**src/rtl/uart_pkg.sv**
```systemverilog
// uart_pkg: shared types and helpers for uart_core.
//   uart_state_e : frame state used by both the transmitter and the receiver.
//                  ST_PARITY exists only when UART_PARITY_EN is defined.
//   maj3         : 2-of-3 majority vote used by the receiver sampler.
package uart_pkg;

    typedef enum logic [2:0] {
        ST_IDLE,
        ST_START,
        ST_DATA,
`ifdef UART_PARITY_EN
        ST_PARITY,
`endif
        ST_STOP
    } uart_state_e;

    function automatic logic maj3(input logic a, input logic b, input logic c);
        return (a & b) | (a & c) | (b & c);
    endfunction

endpackage

```
**src/rtl/uart_baud_gen.sv**
```systemverilog
// uart_baud_gen: programmable oversample tick generator.
//   clk, rst  : clock, asynchronous active-high reset
//   baud_div  : clocks per tick; 0 behaves as 1
//   tick      : registered one-clock pulse, once every baud_div clocks
// The divisor is latched at each wrap, so a new baud_div applies from the
// following period and never truncates the one in progress.
module uart_baud_gen #(
    parameter int DIV_W = 16
) (
    input  logic             clk,
    input  logic             rst,
    input  logic [DIV_W-1:0] baud_div,
    output logic             tick
);

    logic [DIV_W-1:0] cnt_q, cnt_d;
    logic [DIV_W-1:0] div_q, div_d;
    logic             tick_q, tick_d;
    logic             wrap;

    always_comb begin
        wrap   = (cnt_q == div_q - 1'b1);
        cnt_d  = wrap ? '0 : cnt_q + 1'b1;
        div_d  = div_q;
        if (wrap) begin
            div_d = (baud_div == '0) ? DIV_W'(1) : baud_div;
        end
        tick_d = wrap;
    end

    always_ff @(posedge clk or posedge rst) begin
        if (rst) begin
            cnt_q  <= '0;
            div_q  <= DIV_W'(1);
            tick_q <= 1'b0;
        end else begin
            cnt_q  <= cnt_d;
            div_q  <= div_d;
            tick_q <= tick_d;
        end
    end

    assign tick = tick_q;

endmodule

```
**src/rtl/uart_core.sv**
```systemverilog
// uart_core: single-clock UART transceiver with internal baud generator,
// 3-sample majority-vote receiver and double-buffered transmitter.
// Optional feature macro: UART_PARITY_EN (adds parity bit, Parity_Odd input
// and Rx_Parity_Err output).
//   Clock/Reset            : system clock, asynchronous active-high reset
//   Baud_Div               : clocks per oversample tick
//   Tx_Data/ld_Tx_Data     : load holding register
//   Tx_Enable              : permit a new frame to start
//   Tx_Out/Tx_Empty/Tx_Busy/Tx_over_run : transmitter pins and status
//   Rx_In/Rx_Enable        : serial input, receiver enable
//   uld_Rx_Data            : consume received character
//   Rx_Data/Rx_Empty/Rx_Frame_Err/Rx_over_run : receiver data and status
module uart_core
    import uart_pkg::*;
#(
    parameter int DATA_BITS  = 8,
    parameter int OVERSAMPLE = 16,
    parameter int STOP_BITS  = 1,
    parameter int DIV_W      = 16
) (
    input  logic                 Clock,
    input  logic                 Reset,
    input  logic [DIV_W-1:0]     Baud_Div,
    input  logic [DATA_BITS-1:0] Tx_Data,
    input  logic                 ld_Tx_Data,
    input  logic                 Tx_Enable,
    output logic                 Tx_Out,
    output logic                 Tx_Empty,
    output logic                 Tx_Busy,
    output logic                 Tx_over_run,
    input  logic                 Rx_In,
    input  logic                 Rx_Enable,
    input  logic                 uld_Rx_Data,
    output logic [DATA_BITS-1:0] Rx_Data,
    output logic                 Rx_Empty,
    output logic                 Rx_Frame_Err,
    output logic                 Rx_over_run
`ifdef UART_PARITY_EN
    ,
    input  logic                 Parity_Odd,
    output logic                 Rx_Parity_Err
`endif
);

    localparam int CNT_W = $clog2(STOP_BITS * OVERSAMPLE);
    localparam int BIT_W = $clog2(DATA_BITS);
    localparam logic [CNT_W-1:0] OS_LAST   = CNT_W'(OVERSAMPLE - 1);
    localparam logic [CNT_W-1:0] STOP_LAST = CNT_W'(STOP_BITS * OVERSAMPLE - 1);
    localparam logic [CNT_W-1:0] SMP_LO    = CNT_W'(OVERSAMPLE / 2 - 1);
    localparam logic [CNT_W-1:0] SMP_MID   = CNT_W'(OVERSAMPLE / 2);
    localparam logic [CNT_W-1:0] SMP_HI    = CNT_W'(OVERSAMPLE / 2 + 1);
    localparam logic [CNT_W-1:0] CNT_ONE   = CNT_W'(1);
    localparam logic [BIT_W-1:0] BIT_LAST  = BIT_W'(DATA_BITS - 1);

    logic tick;

    uart_baud_gen #(.DIV_W(DIV_W)) u_baud (
        .clk      (Clock),
        .rst      (Reset),
        .baud_div (Baud_Div),
        .tick     (tick)
    );

    // ------------------------------------------------------------------
    // Transmitter
    // ------------------------------------------------------------------
    uart_state_e          tx_state_q, tx_state_d;
    logic [CNT_W-1:0]     tx_cnt_q, tx_cnt_d;
    logic [BIT_W-1:0]     tx_bit_q, tx_bit_d;
    logic [DATA_BITS-1:0] tx_hold_q, tx_hold_d;
    logic [DATA_BITS-1:0] tx_shift_q, tx_shift_d;
    logic                 tx_empty_q, tx_empty_d;
    logic                 tx_busy_q, tx_busy_d;
    logic                 tx_ovr_q, tx_ovr_d;
    logic                 tx_out_q, tx_out_d;
    logic                 tx_start;
`ifdef UART_PARITY_EN
    logic                 tx_par_q, tx_par_d;
`endif

    always_comb begin
        tx_state_d = tx_state_q;
        tx_cnt_d   = tx_cnt_q;
        tx_bit_d   = tx_bit_q;
        tx_hold_d  = tx_hold_q;
        tx_shift_d = tx_shift_q;
        tx_empty_d = tx_empty_q;
        tx_busy_d  = tx_busy_q;
        tx_ovr_d   = tx_ovr_q;
        tx_out_d   = tx_out_q;
        tx_start   = 1'b0;
`ifdef UART_PARITY_EN
        tx_par_d   = tx_par_q;
`endif
        if (tick) begin
            case (tx_state_q)
                ST_IDLE: begin
                    tx_start = Tx_Enable && !tx_empty_q;
                end
                ST_START: begin
                    tx_cnt_d = tx_cnt_q + 1'b1;
                    if (tx_cnt_q == OS_LAST) begin
                        tx_state_d = ST_DATA;
                        tx_cnt_d   = '0;
                        tx_bit_d   = '0;
                        tx_out_d   = tx_shift_q[0];
                    end
                end
                ST_DATA: begin
                    tx_cnt_d = tx_cnt_q + 1'b1;
                    if (tx_cnt_q == OS_LAST) begin
                        tx_cnt_d = '0;
                        if (tx_bit_q == BIT_LAST) begin
`ifdef UART_PARITY_EN
                            tx_state_d = ST_PARITY;
                            tx_out_d   = tx_par_q;
`else
                            tx_state_d = ST_STOP;
                            tx_out_d   = 1'b1;
`endif
                        end else begin
                            tx_bit_d   = tx_bit_q + 1'b1;
                            tx_shift_d = tx_shift_q >> 1;
                            tx_out_d   = tx_shift_q[1];
                        end
                    end
                end
`ifdef UART_PARITY_EN
                ST_PARITY: begin
                    tx_cnt_d = tx_cnt_q + 1'b1;
                    if (tx_cnt_q == OS_LAST) begin
                        tx_state_d = ST_STOP;
                        tx_cnt_d   = '0;
                        tx_out_d   = 1'b1;
                    end
                end
`endif
                ST_STOP: begin
                    tx_cnt_d = tx_cnt_q + 1'b1;
                    if (tx_cnt_q == STOP_LAST) begin
                        // A character loaded during the frame starts straight
                        // away, so streaming has no idle bit between frames.
                        if (Tx_Enable && !tx_empty_q) begin
                            tx_start = 1'b1;
                        end else begin
                            tx_state_d = ST_IDLE;
                            tx_cnt_d   = '0;
                            tx_busy_d  = 1'b0;
                        end
                    end
                end
                default: begin
                    tx_state_d = ST_IDLE;
                end
            endcase
        end
        if (tx_start) begin
            tx_state_d = ST_START;
            tx_cnt_d   = '0;
            tx_shift_d = tx_hold_q;
            tx_empty_d = 1'b1;
            tx_busy_d  = 1'b1;
            tx_out_d   = 1'b0;
`ifdef UART_PARITY_EN
            tx_par_d   = (^tx_hold_q) ^ Parity_Odd;
`endif
        end
        // Evaluated against the post-transfer empty flag so a load in the
        // same cycle as a frame start is accepted.
        if (ld_Tx_Data) begin
            if (tx_empty_d) begin
                tx_hold_d  = Tx_Data;
                tx_empty_d = 1'b0;
                tx_ovr_d   = 1'b0;
            end else begin
                tx_ovr_d   = 1'b1;
            end
        end
    end

    always_ff @(posedge Clock or posedge Reset) begin
        if (Reset) begin
            tx_state_q <= ST_IDLE;
            tx_cnt_q   <= '0;
            tx_bit_q   <= '0;
            tx_empty_q <= 1'b1;
            tx_busy_q  <= 1'b0;
            tx_ovr_q   <= 1'b0;
            tx_out_q   <= 1'b1;
`ifdef UART_PARITY_EN
            tx_par_q   <= 1'b0;
`endif
        end else begin
            tx_state_q <= tx_state_d;
            tx_cnt_q   <= tx_cnt_d;
            tx_bit_q   <= tx_bit_d;
            tx_empty_q <= tx_empty_d;
            tx_busy_q  <= tx_busy_d;
            tx_ovr_q   <= tx_ovr_d;
            tx_out_q   <= tx_out_d;
`ifdef UART_PARITY_EN
            tx_par_q   <= tx_par_d;
`endif
        end
    end

    always_ff @(posedge Clock) begin
        tx_hold_q  <= tx_hold_d;
        tx_shift_q <= tx_shift_d;
    end

    assign Tx_Out      = tx_out_q;
    assign Tx_Empty    = tx_empty_q;
    assign Tx_Busy     = tx_busy_q;
    assign Tx_over_run = tx_ovr_q;

    // ------------------------------------------------------------------
    // Receiver
    // ------------------------------------------------------------------
    logic [1:0]           rx_sync_q;
    logic                 rx_s;
    uart_state_e          rx_state_q, rx_state_d;
    logic [CNT_W-1:0]     rx_cnt_q, rx_cnt_d;
    logic [BIT_W-1:0]     rx_bit_q, rx_bit_d;
    logic [1:0]           rx_smp_q, rx_smp_d;
    logic [DATA_BITS-1:0] rx_shift_q, rx_shift_d;
    logic [DATA_BITS-1:0] rx_data_q, rx_data_d;
    logic                 rx_empty_q, rx_empty_d;
    logic                 rx_ferr_q, rx_ferr_d;
    logic                 rx_ovr_q, rx_ovr_d;
    logic                 rx_wait_q, rx_wait_d;
    logic                 rx_sample, rx_mid, rx_end;
`ifdef UART_PARITY_EN
    logic                 rx_perr_q, rx_perr_d;
`endif

    assign rx_s = rx_sync_q[1];

    always_comb begin
        rx_state_d = rx_state_q;
        rx_cnt_d   = rx_cnt_q;
        rx_bit_d   = rx_bit_q;
        rx_smp_d   = rx_smp_q;
        rx_shift_d = rx_shift_q;
        rx_data_d  = rx_data_q;
        rx_empty_d = rx_empty_q;
        rx_ferr_d  = rx_ferr_q;
        rx_ovr_d   = rx_ovr_q;
        rx_wait_d  = rx_wait_q;
`ifdef UART_PARITY_EN
        rx_perr_d  = rx_perr_q;
`endif
        // The third sample is the live bit; the first two were stored on
        // the preceding ticks.
        rx_sample = maj3(rx_smp_q[0], rx_smp_q[1], rx_s);
        rx_mid    = (rx_cnt_q == SMP_HI);
        rx_end    = (rx_cnt_q == OS_LAST);

        if (uld_Rx_Data) begin
            rx_empty_d = 1'b1;
            rx_ovr_d   = 1'b0;
        end

        if (!Rx_Enable) begin
            rx_state_d = ST_IDLE;
            rx_cnt_d   = '0;
            rx_bit_d   = '0;
            rx_wait_d  = 1'b0;
        end else if (tick) begin
            if (rx_state_q != ST_IDLE) begin
                rx_cnt_d = rx_end ? '0 : rx_cnt_q + 1'b1;
                if (rx_cnt_q == SMP_LO)  rx_smp_d[0] = rx_s;
                if (rx_cnt_q == SMP_MID) rx_smp_d[1] = rx_s;
            end
            case (rx_state_q)
                ST_IDLE: begin
                    // The detecting tick is tick 0 of the start bit.
                    if (!rx_s) begin
                        rx_state_d = ST_START;
                        rx_cnt_d   = CNT_ONE;
                        rx_bit_d   = '0;
                    end
                end
                ST_START: begin
                    if (rx_mid && rx_sample) begin
                        rx_state_d = ST_IDLE;
                        rx_cnt_d   = '0;
                    end else if (rx_end) begin
                        rx_state_d = ST_DATA;
                        rx_bit_d   = '0;
                    end
                end
                ST_DATA: begin
                    if (rx_mid) begin
                        rx_shift_d = {rx_sample, rx_shift_q[DATA_BITS-1:1]};
                    end
                    if (rx_end) begin
                        if (rx_bit_q == BIT_LAST) begin
`ifdef UART_PARITY_EN
                            rx_state_d = ST_PARITY;
`else
                            rx_state_d = ST_STOP;
`endif
                        end else begin
                            rx_bit_d = rx_bit_q + 1'b1;
                        end
                    end
                end
`ifdef UART_PARITY_EN
                ST_PARITY: begin
                    if (rx_mid) begin
                        rx_perr_d = (rx_sample != ((^rx_shift_q) ^ Parity_Odd));
                    end
                    if (rx_end) begin
                        rx_state_d = ST_STOP;
                    end
                end
`endif
                ST_STOP: begin
                    if (rx_wait_q) begin
                        // After a framing error, hold off until the line is
                        // back at mark so a break is not seen as a new start.
                        if (rx_s) begin
                            rx_state_d = ST_IDLE;
                            rx_cnt_d   = '0;
                            rx_wait_d  = 1'b0;
                        end
                    end else if (rx_mid) begin
                        if (rx_sample) begin
                            rx_data_d  = rx_shift_q;
                            rx_empty_d = 1'b0;
                            rx_ferr_d  = 1'b0;
                            if (!rx_empty_q && !uld_Rx_Data) begin
                                rx_ovr_d = 1'b1;
                            end
                            rx_state_d = ST_IDLE;
                            rx_cnt_d   = '0;
                        end else begin
                            rx_ferr_d = 1'b1;
                            rx_wait_d = 1'b1;
                        end
                    end
                end
                default: begin
                    rx_state_d = ST_IDLE;
                end
            endcase
        end
    end

    always_ff @(posedge Clock or posedge Reset) begin
        if (Reset) begin
            rx_sync_q  <= 2'b11;
            rx_state_q <= ST_IDLE;
            rx_cnt_q   <= '0;
            rx_bit_q   <= '0;
            rx_smp_q   <= 2'b11;
            rx_data_q  <= '0;
            rx_empty_q <= 1'b1;
            rx_ferr_q  <= 1'b0;
            rx_ovr_q   <= 1'b0;
            rx_wait_q  <= 1'b0;
`ifdef UART_PARITY_EN
            rx_perr_q  <= 1'b0;
`endif
        end else begin
            rx_sync_q  <= {rx_sync_q[0], Rx_In};
            rx_state_q <= rx_state_d;
            rx_cnt_q   <= rx_cnt_d;
            rx_bit_q   <= rx_bit_d;
            rx_smp_q   <= rx_smp_d;
            rx_data_q  <= rx_data_d;
            rx_empty_q <= rx_empty_d;
            rx_ferr_q  <= rx_ferr_d;
            rx_ovr_q   <= rx_ovr_d;
            rx_wait_q  <= rx_wait_d;
`ifdef UART_PARITY_EN
            rx_perr_q  <= rx_perr_d;
`endif
        end
    end

    always_ff @(posedge Clock) begin
        rx_shift_q <= rx_shift_d;
    end

    assign Rx_Data      = rx_data_q;
    assign Rx_Empty     = rx_empty_q;
    assign Rx_Frame_Err = rx_ferr_q;
    assign Rx_over_run  = rx_ovr_q;
`ifdef UART_PARITY_EN
    assign Rx_Parity_Err = rx_perr_q;
`endif

endmodule

```
**config.mk**
```make
export PLATFORM = sky130hd
export DESIGN_NAME = uart_core
export DESIGN_NICKNAME = d
export VERILOG_FILES = /design/src/rtl/uart_pkg.sv /design/src/rtl/uart_baud_gen.sv /design/src/rtl/uart_core.sv
export SDC_FILE = /design/constraint.sdc
export NUM_CORES = 1
export LEC_CHECK = 0
export CAP_MARGIN = 30
export CORE_MARGIN = 1.5
export CORE_UTILIZATION = 57
export CTS_CLUSTER_SIZE = 10
export DETAILED_ROUTE_END_ITERATION = 8
export HOLD_SLACK_MARGIN = 0.15
export PLACE_DENSITY_LB_ADDON = 0.3
export SLEW_MARGIN = 15
export SYNTH_ARGS = -nofsm -noshare
export SYNTH_HDL_FRONTEND = slang
export SYNTH_SLANG_ARGS = --single-unit
```
**constraint.sdc**
```tcl
create_clock -name Clock -period 3.3 [get_ports Clock]
set_clock_uncertainty 0.05 [all_clocks]
set_input_delay 0.495 -clock Clock [delete_from_list [all_inputs] [get_ports Clock]]
set_output_delay 0.495 -clock Clock [all_outputs]
set_load 0.02 [all_outputs]
```
==> impl_metrics.sql <==
INSERT INTO impl_metrics (metric_group, metric, value, unit) VALUES
('outcome', 'status', 'complete, no violations', ''),
('synth', 'post-synth-top-area-fraction', '0.324', ''),
('placed_design', 'dpl_worst_slack', '0.519', 'ns'),
('synth', 'synth_seq_area_share', '0.515', ''),
('global_route', 'grtUsageTotal', '0.223', ''),
('synth', 'synthFlopType', 'sky130_fd_sc_hd__dfrtp_1', ''),
('floorplanning', 'overall_die_area', '9110', 'um2'),
('synth', 'synthXorXnorAreaFrac', '0.0594', ''),
('pwr', 'peakVddDrop', '0.281', 'mV'),
('synth', 'netlist.top_cell.by_area', 'sky130_fd_sc_hd__dfrtp_1', ''),
('synth', 'muxShareOfSynthArea', '0.103', ''),
('cts', 'htree_num_levels', '3', ''),
('synth', 'synth-simple-area-share', '0.170', ''),
('cts', 'clock_latency', '0.35', 'ns'),
('floorplanning', 'io_pins', '46', ''),
('routing', 'drc', '0', ''),
('synth', 'synth_commonest_cells', 'sky130_fd_sc_hd__dfrtp_1 (63), sky130_fd_sc_hd__nor2_1 (42), sky130_fd_sc_hd__mux2_2 (26), sky130_fd_sc_hd__edfxtp_1 (24), sky130_fd_sc_hd__nand2_1 (22)', ''),
('synth', 'fraction_of_synthesis_flops_using_an_asynchronous_set_or_reset_pin', '0.747', ''),
('timing', 'clock.fmax', '355', 'MHz'),
('routing', 'postRouteAntennaNets', '0', ''),
('routing', 'via_per_inst', '5.84', ''),
('hold_path', 'hold_class', 'reg2reg', ''),
('layout', 'synthToLayoutAreaGrowth', '15.2', '%'),
('pwr', 'total_power', '0.00219', 'W'),
('timing', 'worst_slew_margin_rel', '0.571', ''),
('timing', 'setup_tns', '0', 'ns'),
('synth', 'netlist_instances', '420', ''),
('cts', 'numCtsBuffers', '9', ''),
('synth', 'post_synth_instance_area', '4870', 'um2'),
('synth', 'mappedNetlistNets', '465', ''),
('placed_design', 'io_buffer_count', '45', ''),
('timing', 'fin_ws', '0.480', 'ns'),
('layout', 'design_area', '5610', 'um2'),
('layout', 'final_layout_size_suffix_gt1_frac', '0.161', ''),
('floorplanning', 'core_area', '8260', 'um2'),
('global_route', 'grt_max_degree', '44', ''),
('layout', 'finish.net_count', '512', ''),
('worst_setup_path', 'crit_arrival', '3.01', 'ns'),
('global_route', 'grt_overflow', '0', ''),
('global_route', 'number_of_global_route_vias_before_repair', '3392', ''),
('worst_setup_path', 'setup.worst_path.class', 'reg2reg', ''),
('routing', 'detailedRoute.firstIterationViolations', '220', ''),
('floorplanning', 'die_w', '95.4', 'um'),
('pwr', 'power.density', '391', 'nW/um2'),
('placed_design', 'finalWeightedCongestion', '0.870', ''),
('flow_run', 'timing.max_cap.violations', '0', ''),
('routing', 'detail_route.wirelength', '8980', 'um'),
('floorplanning', 'rows', '33', ''),
('synth', 'yosys_warnings', '0', ''),
('cts', 'post_cts.repair.setup_buffers', '0', ''),
('routing', 'wl_per_cell', '15.6', 'um'),
('timing', 'fin_crit_sh', '0.855', ''),
('global_route', 'grt_pass1_wl', '15600', 'um'),
('timing', 'timing.final.setup_violations', '0', ''),
('global_route', 'antenna_found_initial', '0', ''),
('cts', 'post_cts_resized', '0', ''),
('synth', 'yosys_reg_bits', '95', ''),
('timing', 'worst-slew-pin-transition', '0.640', 'ns'),
('cts', 'cts_tree', 'yes', ''),
('synth', 'synthAdderAreaFrac', '0.0380', ''),
('cts', 'root_buffer', 'sky130_fd_sc_hd__clkbuf_8', ''),
('synth', 'synth_area_per_cell', '11.6', 'um2'),
('synth', 'netlist-cell-type-count', '65', ''),
('timing', 'setup_repair_after_global_routing_missed_its_margin', 'no', ''),
('worst_setup_path', 'cp.required', '3.49', 'ns'),
('cts', 'postCtsHoldBufs', '0', ''),
('placed_design', 'dpl.cell_count', '561', ''),
('floorplanning', 'initial_utilization', '0.590', ''),
('floorplanning', 'die_h', '95.4', 'um'),
('routing', 'drt_pre_antenna_iters', '4', ''),
('cts', 'clkSlewWorstSetupHoldPaths', '0.09', 'ns');
-- cells by family (layout without fill, tap and decap cells) --
group                    Yosys count  in the layout
AND/OR/NAND/NOR                  153            153
flip-flops                        95             95
AO/OA/AOI/OAI                     56             56
multiplexers                      41             41
XOR/XNOR                          33             33
buffers and inverters             27             79
adder cells (fa/ha/maj)           15             15
-- per-layer routing --
metal,track usage,vias up,part of all wire
met5,0,-,0
met4,0.0735,0,0.0047
met3,0.0526,4,0.042
met2,0.362,84,0.50
met1,0.294,1658,0.46
li1,-,1623,-
-- final timing paths --
| kind | startpoint | end |
|---|---|---|
| min in group asynchronous | Reset | Rx_Data[6] |
| max in group asynchronous | Reset | u_baud.div_q[0] |
| worst min-delay path | rx_sync_q[0] | rx_sync_q[1] |
| worst min register to register | rx_sync_q[0] | rx_sync_q[1] |
| worst max register to register | u_baud.div_q[3] | u_baud.div_q[3] |
| worst max-delay path | u_baud.div_q[3] | u_baud.div_q[3] |
-- final cells by class --
class,count,area (um2),area share
clock inverter,6,46.3,0.00826
inverter,13,48.8,0.00870
timing repair buffer,50,513,0.0915
multi-input combinational,298,2230,0.398
sequential,95,2510,0.447
tap,105,131,0.0234
clock buffer,10,128,0.0228
-- report_power, final --
part           internal, W  total [W]  switching (W)
sequential         0.00124    0.00130      0.0000574
clock             0.000280   0.000694       0.000414
combinational     0.000110   0.000204      0.0000934
-- layout by cell type (no fill, tap or decap), types with 5 or more instances in the layout --
cell type                         instances
sky130_fd_sc_hd__a21oi_1                  6
sky130_fd_sc_hd__a41oi_1                  5
sky130_fd_sc_hd__and2_1                   5
sky130_fd_sc_hd__and3_1                   6
sky130_fd_sc_hd__clkbuf_8                 9
sky130_fd_sc_hd__clkdlybuf4s50_1         45
sky130_fd_sc_hd__dfrtp_1                 63
sky130_fd_sc_hd__dfstp_2                  8
sky130_fd_sc_hd__edfxtp_1                24
sky130_fd_sc_hd__ha_1                    14
sky130_fd_sc_hd__inv_1                   12
sky130_fd_sc_hd__mux2_2                  26
sky130_fd_sc_hd__mux2_4                  12
sky130_fd_sc_hd__nand2_1                 22
sky130_fd_sc_hd__nand3_1                 13
sky130_fd_sc_hd__nand4_1                  8
sky130_fd_sc_hd__nor2_1                  42
sky130_fd_sc_hd__nor2b_1                 12
sky130_fd_sc_hd__nor3_1                   8
sky130_fd_sc_hd__nor4_1                   8
sky130_fd_sc_hd__o21ai_0                 10
sky130_fd_sc_hd__xnor2_1                 16
sky130_fd_sc_hd__xor2_1                  17
-- state kept, by name, summed over array words and instances (netlist names), 2 cells and up --
signal / cells
Rx_Data: 8
tx_bit_q: 3
u_baud.div_q: 16
rx_shift_q: 8
rx_cnt_q: 4
rx_state_q: 2
rx_bit_q: 3
rx_smp_q: 2
tx_shift_q: 8
u_baud.cnt_q: 16
tx_hold_q: 8
rx_sync_q: 2
tx_cnt_q: 4
tx_state_q: 2
-- worst max-delay path, stage by stage (launching register included) --
cell	delay (ns)
sky130_fd_sc_hd__dfrtp_1	0.46
sky130_fd_sc_hd__or3_4	0.45
sky130_fd_sc_hd__or2_1	0.29
sky130_fd_sc_hd__o41ai_2	0.41
sky130_fd_sc_hd__nand2_2	0.11
sky130_fd_sc_hd__nor4_4	0.32
sky130_fd_sc_hd__buf_12	0.25
sky130_fd_sc_hd__mux2_2	0.36
-- per-stage QoR --
stage | hold WS (ns) | utilization
4_1_cts | 0.310 | 0.679
3_5_place_dp | 0.297 | 0.658
2_1_floorplan | 0.295 | -
3_3_place_gp | 0.298 | 0.658
5_1_grt | 0.313 | 0.679
6_report | 0.309 | 0.679
Note: power is estimated with default switching activity, not from simulation.
